===== src/rtl/dbus_arbiter.sv =====
// Two-master data-bus arbiter (m0 = CPU, m1 = DMA): grant/bus drive/exception are same-cycle combinational, loads return 1 cycle later.
// No backpressure: requesters hold req until gnt; m0 has priority, m1 is forced in after MAX_STREAK back-to-back m0 grants.
module dbus_arbiter #(
    parameter int unsigned MAX_STREAK = 4
) (
    input  logic        clk,
    input  logic        rst,

    input  logic        m0_req,
    input  logic [31:0] m0_addr,
    input  logic [31:0] m0_wdata,
    input  logic        m0_we,
    input  logic [2:0]  m0_sel,
    output logic        m0_gnt,
    output logic [4:0]  m0_exc,
    output logic        m0_rvalid,
    output logic [31:0] m0_rdata,

    input  logic        m1_req,
    input  logic [31:0] m1_addr,
    input  logic [31:0] m1_wdata,
    input  logic        m1_we,
    input  logic [2:0]  m1_sel,
    output logic        m1_gnt,
    output logic [4:0]  m1_exc,
    output logic        m1_rvalid,
    output logic [31:0] m1_rdata,

    output logic [31:0] bus_addr,
    output logic [31:0] bus_wdata,
    output logic        bus_we,
    output logic [2:0]  bus_sel,
    input  logic [31:0] bus_rdata,
    input  logic [4:0]  bus_exc
);

    localparam logic [3:0] STREAK_CAP = 4'(MAX_STREAK);

    logic [3:0] streak;
    logic       rsp_valid;
    logic       rsp_owner;
    logic       gnt0;
    logic       gnt1;
    logic       granted;
    logic       sel_we;
    logic       exc_ok;

    // Grants are forced low while rst is high so the bus goes idle immediately.
    always_comb begin
        gnt0 = 1'b0;
        gnt1 = 1'b0;
        if (!rst) begin
            if (m0_req && m1_req) begin
                if (streak == STREAK_CAP) begin
                    gnt1 = 1'b1;
                end else begin
                    gnt0 = 1'b1;
                end
            end else begin
                gnt0 = m0_req;
                gnt1 = m1_req;
            end
        end
    end

    assign granted = gnt0 | gnt1;
    assign m0_gnt  = gnt0;
    assign m1_gnt  = gnt1;

    always_comb begin
        bus_addr  = 32'h0;
        bus_wdata = 32'h0;
        bus_sel   = 3'b000;
        sel_we    = 1'b0;
        if (gnt0) begin
            bus_addr  = m0_addr;
            bus_wdata = m0_wdata;
            bus_sel   = m0_sel;
            sel_we    = m0_we;
        end else if (gnt1) begin
            bus_addr  = m1_addr;
            bus_wdata = m1_wdata;
            bus_sel   = m1_sel;
            sel_we    = m1_we;
        end
    end

    // bus_sel keeps the store code so the bridge still reports the fault; only the write strobe is dropped.
    assign exc_ok = (bus_exc == 5'd0);
    assign bus_we = sel_we & exc_ok;

    assign m0_exc = gnt0 ? bus_exc : 5'd0;
    assign m1_exc = gnt1 ? bus_exc : 5'd0;

    always_ff @(posedge clk or posedge rst) begin
        if (rst) begin
            streak <= 4'd0;
        end else if (!m1_req || gnt1) begin
            streak <= 4'd0;
        end else if (gnt0 && (streak != STREAK_CAP)) begin
            streak <= streak + 4'd1;
        end
    end

    always_ff @(posedge clk or posedge rst) begin
        if (rst) begin
            rsp_valid <= 1'b0;
            rsp_owner <= 1'b0;
        end else begin
            rsp_valid <= granted & ~sel_we & exc_ok;
            rsp_owner <= gnt1;
        end
    end

    // Routing uses the registered owner; this cycle's grant may already belong to the other master.
    assign m0_rvalid = rsp_valid & ~rsp_owner;
    assign m1_rvalid = rsp_valid &  rsp_owner;
    assign m0_rdata  = m0_rvalid ? bus_rdata : 32'h0;
    assign m1_rdata  = m1_rvalid ? bus_rdata : 32'h0;

endmodule

===== config.mk =====
export PLATFORM = sky130hd
export DESIGN_NAME = dbus_arbiter
export DESIGN_NICKNAME = d
export VERILOG_FILES = /design/src/rtl/dbus_arbiter.sv
export SDC_FILE = /design/constraint.sdc
export NUM_CORES = 1
export LEC_CHECK = 0
export CORE_AREA = 5 5 123 125
export DETAILED_ROUTE_END_ITERATION = 7
export DIE_AREA = 0 0 128 130
export GPL_ROUTABILITY_DRIVEN = 0
export SKIP_LAST_GASP = 1
export SYNTH_ARGS = -nofsm -noshare
export SYNTH_HDL_FRONTEND = slang
export SYNTH_SLANG_ARGS = --single-unit

===== constraint.sdc =====
create_clock -name clk -period 3.4 [get_ports clk]
set_input_delay 0.68 -clock clk [delete_from_list [all_inputs] [get_ports clk]]
set_output_delay 0.68 -clock clk [all_outputs]
set_load 0.02 [all_outputs]

# Yosys cells after proc, flatten, opt, wreduce, memory -nomap -nowiden
# Cells that the tools add are included.
[word_totals]
output_inout_bits = 146
in_bits = 177
reg_bits = 6
[op_classes]
n_reduce_logical = 6
mux = 20
eq_ne = 2
bitwise = 8
add_sub_neg = 1
[ops]
columns = ["op", "n"]
rows = [
  ["2-to-1 mux 32 bit", 6],
  ["2-to-1 mux 5 bit", 2],
  ["2-to-1 mux 1 bit", 8],
  ["2-to-1 mux 4 bit", 2],
  ["2-to-1 mux 3 bit", 2],
  ["AND 1 bit", 5],
  ["zero test 5 bit", 1],
  ["adder 4 x 1 -> 4 bit (second input constant)", 1],
  ["equality test 4 x 3 -> 1 bit (second input constant)", 1],
  ["inequality test 4 x 3 -> 1 bit (second input constant)", 1],
  ["logical AND 1 bit", 2],
  ["NOT 1 bit", 2],
  ["nonzero test 2 bit", 1],
  ["zero test 1 bit", 1],
  ["logical OR 1 bit", 1],
  ["OR 1 bit", 1],
]

# Longest topological paths before layout
# Gate-level depths: netlist (run 1).
[logic_depth]
word_depth = 9
ltp_mapped = 6
ltp_nobuf = 5

# Worst setup path before layout (run 1)
# No wires, ideal clock.
[synth_path]
path_type = "input -> output"
from = "in rst"
to = "out bus_addr[0]"
required_time_ns = 2.720
slack_ns = 0.872
cell_stages = 5
arrival_ns = 1.848
path_cell_list = "buf_2 -> nand2b_1 -> a21oi_2 -> clkbuf_1 -> a22o_1"
[synth_between]
elab_chain_cells = 3
word_cells_on_any_way = 4
[synth_lines]
columns = ["item", "line_no", "source"]
rows = [
  ["from (decl)", "7", "input logic rst,"],
  ["2-to-1 mux 1 bit", "52", "if (!rst) begin"],
  ["2-to-1 mux 32 bit", "80", "end else if (gnt1) begin"],
  ["2-to-1 mux 32 bit *", "75", "if (gnt0) begin"],
  ["to (decl)", "29", "output logic [31:0] bus_addr,"],
]
# Every way passes the cells marked *; elsewhere a longest branch is shown, timed or not.

# Worst setup path after layout (run 1)
[layout_path]
from = "in rst"
to = "out bus_addr[28]"
# The elaborated chain is that of the path after synthesis.

==> impl_metrics.env, run 1 <==
export IMPL_vias=3018
export IMPL_mostFrequentLayoutCell="clkdlybuf4s50_1"
export IMPL_critical_path_required_ns=2.72
export IMPL_syn_area_um2=1570
export IMPL_drive_above_1_share_pct=4.19
export IMPL_synth_top_family_by_area="compound AO/OA/AOI/OAI gates"
export IMPL_clock_skew_ns=0.00365
export IMPL_path_class="in -> out"
export IMPL_ys_ff_latch=6
export IMPL_post_cts_buffers=0
export IMPL_status="finished, final reports clean"
export IMPL_synthCells=212
export IMPL_cts_hold_buf=0
export IMPL_grt_ovfl_total=0
export IMPL_drc=0
export IMPL_maxCapViolations=0
export IMPL_finalWirelength_mm=13.1
export IMPL_synth_cell_types=28
export IMPL_endpoint="bus_addr[28]"
export IMPL_hold_viol=0
export IMPL_antenna_left=0
export IMPL_synth_nets=391
export IMPL_path_clk_slew_ns=0.03
export IMPL_place_port_buffers=322
export IMPL_period_minus_slack_ns=3.33
export IMPL_dp_hpwl_mm=11.3
export IMPL_muxShareOfSynthArea_pct=0
export IMPL_reg2reg_from="streak[0]$_DFFE_PP0P_"
export IMPL_slew_headroom_pct=76.7
export IMPL_grt_max_degree=56
export IMPL_yosysWarnings=0
export IMPL_cts_sinks=6
export IMPL_place_ws_ns=0.0640
export IMPL_synthToLayoutAreaGrowth_pct=227
export IMPL_min_path_type="reg -> reg"
export IMPL_drv_slew=0
export IMPL_clockBufferDepth=2
export IMPL_fin_nets=706
export IMPL_drtIter0Drc=89
export IMPL_cts_tree="yes"
export IMPL_die_w_um=128
export IMPL_synth_xor_area_share_pct=0
export IMPL_r2r_slack_ns=1.74
export IMPL_initial_utilization_pct=11.4
export IMPL_die_h_um=130
export IMPL_startpoint_type="input port"
export IMPL_timing_rr_end="streak[3]$_DFFE_PP0P_"
export IMPL_row_count=43
export IMPL_arrival_ns=2.65
export IMPL_setup_viol=0
export IMPL_drt_first_pass_iters=4
export IMPL_antenna_found_initial=0
export IMPL_synth_area_per_cell_um2=7.38
export IMPL_seq_area_frac_synth_pct=9.59
export IMPL_tightest_slew_ns=0.348
export IMPL_worst_r2r_path_depth=5
export IMPL_clockRootBuffer="clkbuf_16"
export IMPL_fmax_mhz=300
export IMPL_period_share_pct=97.9
export IMPL_critPathMaxFanout=55
export IMPL_synth_compound_area_share_pct=41.9
export IMPL_end_kind="primary output"
export IMPL_power_leakage_uw=0.00207
export IMPL_clk_latency_ns=0.23
export IMPL_crit_start="rst"
export IMPL_cts_max_level=1
export IMPL_p_per_area_nw_per_um2=152
export IMPL_grt_pass1_wl_mm=18.0
export IMPL_core_um2=13800
export IMPL_die_area_um2=16600
export IMPL_synthSimpleGateAreaFrac_pct=38.5
export IMPL_synthAdderAreaFrac_pct=1.60
export IMPL_ios=323
export IMPL_vias_per_cell=4.27
export IMPL_avgRoutedWirePerCell_um=18.5
export IMPL_cts_buffers=3
export IMPL_fin_ws_ns=0.0703
export IMPL_total_power_uw=778
export IMPL_grtUsageTotal_pct=13.8
export IMPL_grt_pass1_vias=3101
export IMPL_rsz0062_at_grt="yes"
export IMPL_vdd_drop_max_v=0.000113
export IMPL_mostFrequentLayoutCells="clkdlybuf4s50_1 (319), a22o_1 (67), and2_1 (43)"
-- layer usage --
layer / global-route usage (%) / wire length, um / vias up
met4: 3.06 / 139 / 0
met1: 15.3 / 4910 / 1370
met3: 5.44 / 1580 / 8
li1: - / - / 1431
met2: 25.1 / 6440 / 209
met5: 0 / 0 / -
-- where the power goes --
| group | switching (uW) | internal (uW) |
|---|---|---|
| Sequential | 1.30 | 73.3 |
| Combinational | 194 | 317 |
| Clock | 40.7 | 151 |
-- through the flow --
stage / utilization [%] / hold slack [ns] / TNS [ns] / instances / cell area, um2
floorplan: - / 0.539 / 0 / 212 / 1570
global placement: 36.6 / 0.560 / 0 / 702 / 5040
detailed placement: 36.6 / 0.584 / 0 / 702 / 5040
CTS: 37.1 / 0.588 / 0 / 705 / 5110
global route: 37.2 / 0.616 / -0.354 / 705 / 5120
finish: 37.2 / 0.586 / 0 / 706 / 5120
-- logic make-up (layout without fill, tap and decap cells) --
group	after synthesis	after routing
other	0	1
buffers and inverters	31	344
and+or+nand+nor	96	96
DFF	6	6
AOI/OAI and AO/OA	77	77
adders and majority gates	2	2
-- worst min-delay path by stage --
stage,depth (start not counted),to,slack (ns),from
finish,2,streak[1]$_DFFE_PP0P_,0.59,streak[1]$_DFFE_PP0P_
global route,2,streak[0]$_DFFE_PP0P_,0.62,streak[0]$_DFFE_PP0P_
CTS,2,streak[0]$_DFFE_PP0P_,0.59,streak[0]$_DFFE_PP0P_
detailed placement,2,streak[0]$_DFFE_PP0P_,0.58,streak[0]$_DFFE_PP0P_
global placement,2,streak[1]$_DFFE_PP0P_,0.56,streak[1]$_DFFE_PP0P_
floorplan,2,streak[1]$_DFFE_PP0P_,0.54,streak[1]$_DFFE_PP0P_
-- state kept, by name, indices dropped and copies added (netlist names) --
register	flops
rsp_valid	1
rsp_owner	1
streak	4
-- critical path, stage by stage --
cell and delay [ns]:
clkdlybuf4s50_1 0.43, nand2b_1 0.23, a21oi_4 0.20, buf_12 0.26
a22o_1 0.19, clkdlybuf4s50_1 0.63
-- layout make-up --
class / count / area [um2]
inverter: 6 / 22.5
timing repair buffer: 335 / 3350
antenna: 1 / 2.50
multi-input combinational: 175 / 1300
sequential: 6 / 150
fill: 1361 / 8650
tap: 180 / 225
clock buffer: 3 / 75.1
-- repair_timing --
action / CTS / global route
hold endpoints to repair: 0 / 0
endpoints found under the setup margin: 0 / 31
resized for setup: 0 / 2
-- synth_stat cells (all sizes together) --
cell type  count  share of area [%]
a211oi         2               0.96
inv            6                1.4
nand2          4               0.96
ha             2                1.6
nand3b         1               0.48
clkbuf        14                3.4
nand2b         2               0.80
nor3           1               0.64
nor2b          2               0.80
nand4          1               0.40
and3          32                 13
and2          43                 17
nand3          2               0.64
or4            3                1.9
a31oi          1               0.40
nor3b          1               0.48
a21oi          5                2.1
and3b          1               0.56
o21a           1               0.48
dfrtp          6                9.6
or3            1               0.40
o211ai         1               0.48
a22o          67                 37
buf           11                3.5
nor2           2               0.48
(Power assumes the default switching activity.)
==> run 2: changes to the inputs <==
- CORE_AREA: 5 5 123 125 -> 2 2 127 129
- DIE_AREA: 0 0 128 130 -> 0 0 129 131
- SETUP_SLACK_MARGIN: not set -> 0.1
==> impl_metrics.env, run 2 (synthesis results as in run 1) <==
export IMPL_combPwrFrac_pct=66.8
export IMPL_seq_area_um2=150
export IMPL_multiInputGateArea_um2=1300
export IMPL_die_area_um2=16900
export IMPL_dp_hpwl_mm=10.3
export IMPL_stdcell_count=758
export IMPL_p_int_uw=551
export IMPL_drt_first_pass_iters=6
export IMPL_drc=0
export IMPL_largest_reg_flops=4
export IMPL_core_um2=15600
export IMPL_cts_buffers=3
export IMPL_path_clk_slew_ns=0.03
export IMPL_grt_pass1_vias=2961
export IMPL_vdd_drop_max_v=0.0000779
export IMPL_initial_utilization_pct=10.0
export IMPL_drive_above_1_share_pct=7.20
export IMPL_grt_ovfl_total=0
export IMPL_die_w_um=129
export IMPL_cts_hold_buf=0
export IMPL_fillers=1575
export IMPL_mostFrequentLayoutCell="clkdlybuf4s50_1"
export IMPL_period_share_pct=94.5
export IMPL_tightest_slew_ns=0.355
export IMPL_die_h_um=131
export IMPL_place_port_buffers=322
export IMPL_maxCapViolations=0
export IMPL_setup_viol=0
export IMPL_arrival_ns=2.53
export IMPL_fin_tns_setup_ns=0
export IMPL_fin_nets=723
export IMPL_power_frac_seq_pct=9.5
export IMPL_vias=3112
export IMPL_switching_share_pct=30.0
export IMPL_grtUsageTotal_pct=12.6
export IMPL_antenna_left=0
export IMPL_antenna_found_initial=0
export IMPL_critical_path_required_ns=2.72
export IMPL_min_path_type="reg -> reg"
export IMPL_end_kind="primary output"
export IMPL_cts_sinks=6
export IMPL_grt_max_degree=35
export IMPL_p_per_area_nw_per_um2=143
export IMPL_antennaDiodeCount=0
export IMPL_cts_tree="yes"
export IMPL_top_regs="streak x4, rsp_owner x1, rsp_valid x1"
export IMPL_ios=323
export IMPL_hold_viol=0
export IMPL_clk_latency_ns=0.23
export IMPL_rsz0062_at_grt="no"
export IMPL_power_switching_uw=236
export IMPL_clkPwrFrac_pct=23.7
export IMPL_path_class="in -> out"
export IMPL_place_inst=755
export IMPL_top_register="streak"
export IMPL_fmax_mhz=311
export IMPL_slew_headroom_pct=76.2
export IMPL_startpoint_type="input port"
export IMPL_finalWirelength_mm=12.1
export IMPL_status="finished, final reports clean"
export IMPL_critPathMaxFanout=13
export IMPL_drv_slew=0
export IMPL_drtIter0Drc=78
export IMPL_avgRoutedWirePerCell_um=16.0
export IMPL_clock_skew_ns=0.000210
export IMPL_row_count=46
export IMPL_period_minus_slack_ns=3.21
export IMPL_power_leakage_uw=0.00308
export IMPL_vias_per_cell=4.11
export IMPL_clockRootBuffer="clkbuf_16"
export IMPL_grt_pass1_wl_mm=16.7
export IMPL_synthToLayoutAreaGrowth_pct=251
export IMPL_mostFrequentLayoutCells="clkdlybuf4s50_1 (259), a22o_1 (67), dlymetal6s2s_1 (60)"
export IMPL_cts_max_level=1
export IMPL_clockBufferDepth=2
run 2: metal layers:
metal  share of wire [%]  track usage [%]  vias to the layer above
met5                   0                0                        -
met4                0.62             1.85                        0
met3                  12             3.50                        7
met2                  51             23.6                      224
met1                  37             14.6                     1407
li1                    -                -                     1474
run 2: through the flow:
stage | hold WS [ns] | total power, uW | instance area [um2] | util, % | setup WS, ns
floorplan | 0.539 | 234 | 1570 | - | 0.872
global placement | 0.561 | 611 | 5280 | 33.8 | 0.0873
detailed placement | 0.588 | 612 | 5280 | 33.8 | 0.0807
CTS | 0.594 | 803 | 5350 | 34.3 | 0.101
global route | 0.625 | 825 | 5500 | 35.2 | 0.108
finish | 0.595 | 787 | 5500 | 35.2 | 0.185
run 2: worst max-delay path, stage by stage:
cell and delay (ns):
clkdlybuf4s50_1 0.44, nand2b_1 0.20, a21oi_4 0.15, buf_12 0.16, buf_4 0.14, a22o_1 0.14
clkdlybuf4s50_1 0.61
run 2: final timing paths:
kind	start	endpoint	slack, ns	depth (start not counted)
setup / recovery	rst	bus_wdata[24]	0.19	7
hold / removal	streak[0]$_DFFE_PP0P_	streak[0]$_DFFE_PP0P_	0.60	2
setup reg to reg	streak[0]$_DFFE_PP0P_	streak[3]$_DFFE_PP0P_	1.74	5
hold reg to reg	streak[0]$_DFFE_PP0P_	streak[0]$_DFFE_PP0P_	0.60	2
max in group asynchronous	rst	streak[2]$_DFFE_PP0P_	2.30	3
min in group asynchronous	rst	streak[0]$_DFFE_PP0P_	0.90	3
run 2: area by class of cell:
type	count	share of cell area (%)
timing repair buffer	352	67.0
multi-input combinational	175	23.6
tap	216	4.92
inverter	6	0.410
sequential	6	2.73
clock buffer	3	1.37
run 2: power by group through the flow:
stage	registers [uW]	logic (uW)	clock network [uW]
floorplan	75.6	159	0
global placement	75.3	535	0
detailed placement	75.5	536	0
CTS	74.7	540	188
global route	74.9	554	196
finish	74.7	526	187
run 2: what timing repair did:
item                                    in CTS  in global routing
setup buffers                                0                  0
endpoints found under the setup margin       2                 60
resized for setup                            2                 60
==> run 3: changes to the inputs <==
- ABC_AREA: not set -> 1
- CORE_AREA: 2 2 127 129 -> 2 2 126 128
- DIE_AREA: 0 0 129 131 -> 0 0 128 130
- PLACE_DENSITY: not set -> 0.56
==> impl_metrics.env, run 3 <==
export IMPL_min_path_type="reg -> reg"
export IMPL_dp_hpwl_mm=8.91
export IMPL_netlist_top_cells_count="nand2_1 (209), nor2_1 (80), inv_1 (46), buf_2 (8), nand3_1 (7)"
export IMPL_cts_sinks=6
export IMPL_tightest_slew_ns=0.691
export IMPL_cpPeakStageDelay_ns=0.60
export IMPL_power_frac_seq_pct=9.6
export IMPL_drv_slew=0
export IMPL_slew_headroom_pct=53.8
export IMPL_seq_area_frac_synth_pct=8.74
export IMPL_place_ws_ns=0.115
export IMPL_rsz0062_at_grt="no"
export IMPL_multiInputGateArea_um2=1250
export IMPL_fillers=1678
export IMPL_p_per_area_nw_per_um2=145
export IMPL_vias_per_cell=3.58
export IMPL_total_power_uw=769
export IMPL_place_inst=893
export IMPL_switching_share_pct=31.4
export IMPL_crit_family="buffers and inverters"
export IMPL_async_flop_share_pct=100
export IMPL_clockBufferDepth=2
export IMPL_grt_max_degree=41
export IMPL_hold_viol=0
export IMPL_vdd_drop_max_v=0.0000867
export IMPL_synth_area_per_cell_um2=4.44
export IMPL_grt_pass1_vias=2940
export IMPL_path_cells="clkdlybuf4s50_1 > inv_1 > nor2_4 > nand2_2 > inv_2 > buf_12 > nand2_1 > nand2_1 > clkdlybuf4s50_1"
export IMPL_synthAdderAreaFrac_pct=1.46
export IMPL_setup_viol=0
export IMPL_die_w_um=128
export IMPL_power_switching_uw=242
export IMPL_largest_reg_flops=4
export IMPL_startpoint_type="input port"
export IMPL_finalWirelength_mm=10.6
export IMPL_ios=323
export IMPL_synthSimpleGateAreaFrac_pct=69.6
export IMPL_top_register="streak"
export IMPL_maxCapViolations=0
export IMPL_synth_edff_count=0
export IMPL_cts_tree="yes"
export IMPL_synth_most_common_cell="nand2_1"
export IMPL_vias=3204
export IMPL_period_minus_slack_ns=3.21
export IMPL_muxShareOfSynthArea_pct=0
export IMPL_syn_area_um2=1720
export IMPL_clkPwrFrac_pct=24.9
export IMPL_mostFrequentLayoutCell="clkdlybuf4s50_1"
export IMPL_place_port_buffers=322
export IMPL_die_area_um2=16600
export IMPL_cts_max_level=1
export IMPL_antennaDiodeCount=0
export IMPL_arrival_ns=2.53
export IMPL_reg2reg_from="streak[0]$_DFFE_PP0P_"
export IMPL_fin_nets=885
export IMPL_row_count=46
export IMPL_stdcell_count=896
export IMPL_drive_above_1_share_pct=3.41
export IMPL_path_clk_slew_ns=0.03
export IMPL_antenna_left=0
export IMPL_yosysWarnings=0
export IMPL_synth_area_leader_cell="nand2_1"
export IMPL_grt_ovfl_total=0
export IMPL_final_core_util_pct=34.4
export IMPL_fin_tns_setup_ns=0
export IMPL_path_class="in -> out"
export IMPL_crit_buf_inv=5
export IMPL_seq_area_um2=150
export IMPL_drtIter0Drc=130
export IMPL_synth_top_family_by_area="simple AND/OR/NAND/NOR gates"
export IMPL_critical_path_required_ns=2.72
export IMPL_synthToLayoutAreaGrowth_pct=209
export IMPL_initial_utilization_pct=11.1
export IMPL_slowest_stage="clkdlybuf4s50_1"
export IMPL_top_regs="streak x4, rsp_owner x1, rsp_valid x1"
export IMPL_critPathMaxFanout=40
export IMPL_cts_buffers=3
export IMPL_hold_path_startpoint="streak[3]$_DFFE_PP0P_"
export IMPL_clockRootBuffer="clkbuf_16"
export IMPL_p_int_uw=528
export IMPL_avgRoutedWirePerCell_um=11.8
export IMPL_power_leakage_uw=0.00261
export IMPL_grtUsageTotal_pct=11.4
export IMPL_synth_nets=566
export IMPL_fin_ws_ns=0.195
export IMPL_fmax_mhz=312
export IMPL_end_kind="primary output"
export IMPL_synth_top_area_share_pct=45.7
export IMPL_combPwrFrac_pct=65.4
export IMPL_synth_flop_cell="dfrtp_1"
export IMPL_grt_pass1_wl_mm=15.1
export IMPL_die_h_um=130
export IMPL_synth_xor_area_share_pct=0.510
export IMPL_drt_first_pass_iters=4
export IMPL_mostFrequentLayoutCells="clkdlybuf4s50_1 (312), nand2_1 (209), nor2_1 (80)"
export IMPL_drc=0
export IMPL_yosys_top_cells_area="nand2_1 (46%), nor2_1 (17%), inv_1 (10%)"
export IMPL_synthCells=387
export IMPL_core_um2=15400
export IMPL_synth_cell_types=20
export IMPL_antenna_found_initial=0
export IMPL_period_share_pct=94.3
export IMPL_status="finished, final reports clean"
export IMPL_synth_compound_area_share_pct=1.31
export IMPL_clock_skew_ns=0.000593
export IMPL_clk_latency_ns=0.23
export IMPL_crit_start="m0_req"
export IMPL_ys_ff_latch=6
[run 3: path summary, 6_finish.rpt]
path	end	slack, ns	cells past startpoint
max	bus_addr[28]	0.19	9
min	streak[3]$_DFFE_PP0P_	0.57	3
min reg2reg	streak[3]$_DFFE_PP0P_	0.57	3
max reg2reg	streak[3]$_DFFE_PP0P_	2.06	8
max in group asynchronous	streak[3]$_DFFE_PP0P_	2.54	2
min in group asynchronous	rsp_owner$_DFF_PP0_	0.66	2
[run 3: per-layer routing]
layer	share of wire [%]	track usage, %
met1	42	14.2
met2	49	19.9
met3	7.6	2.58
met4	1.2	3.04
met5	0	0
[run 3: metrics by stage]
stage | cell area, um2 | hold WS (ns)
2_1_floorplan | 1720 | 0.479
3_3_place_gp | 5220 | 0.562
3_5_place_dp | 5220 | 0.571
4_1_cts | 5290 | 0.576
5_1_grt | 5310 | 0.602
6_report | 5310 | 0.568
[run 3: cells by family (layout without fill, tap and decap cells)]
family	after synthesis	in the layout
DFF	6	6
buffers and inverters	69	386
xor gates and xnor gates	1	1
AOI/OAI and AO/OA	4	4
and+or+nand+nor	305	305
adders and majority gates	2	2
[run 3: area by class of cell]
cell class | instances | area share [%]
clock buffers | 3 | 1.41
inverters | 49 | 3.51
multi-input cells | 312 | 23.6
flip-flops and latches | 6 | 2.83
well taps | 192 | 4.52
repair buffers | 334 | 64.2
[run 3: repair_timing]
item | CTS | global route
hold endpoints to repair | 0 | 0
gates resized for setup | 1 | 9
buffers inserted | 0 | 0
hold buffers | 0 | 0
endpoints found under the setup margin | 1 | 9
[run 3: worst min-delay path, cell delays in order (launching register included)]
cell and delay, ns:
dfrtp_1 0.33, nand4_1 0.09, nand2_1 0.08, nor2_1 0.03
[run 3: power groups by stage]
stage          logic (uW)  clock network [uW]  registers, uW
6_report              503                 192           74.2
2_1_floorplan         167                   0           75.0
3_5_place_dp          507                   0           75.1
4_1_cts               510                 196           74.2
3_3_place_gp          510                   0           75.1
5_1_grt               543                 199           74.5
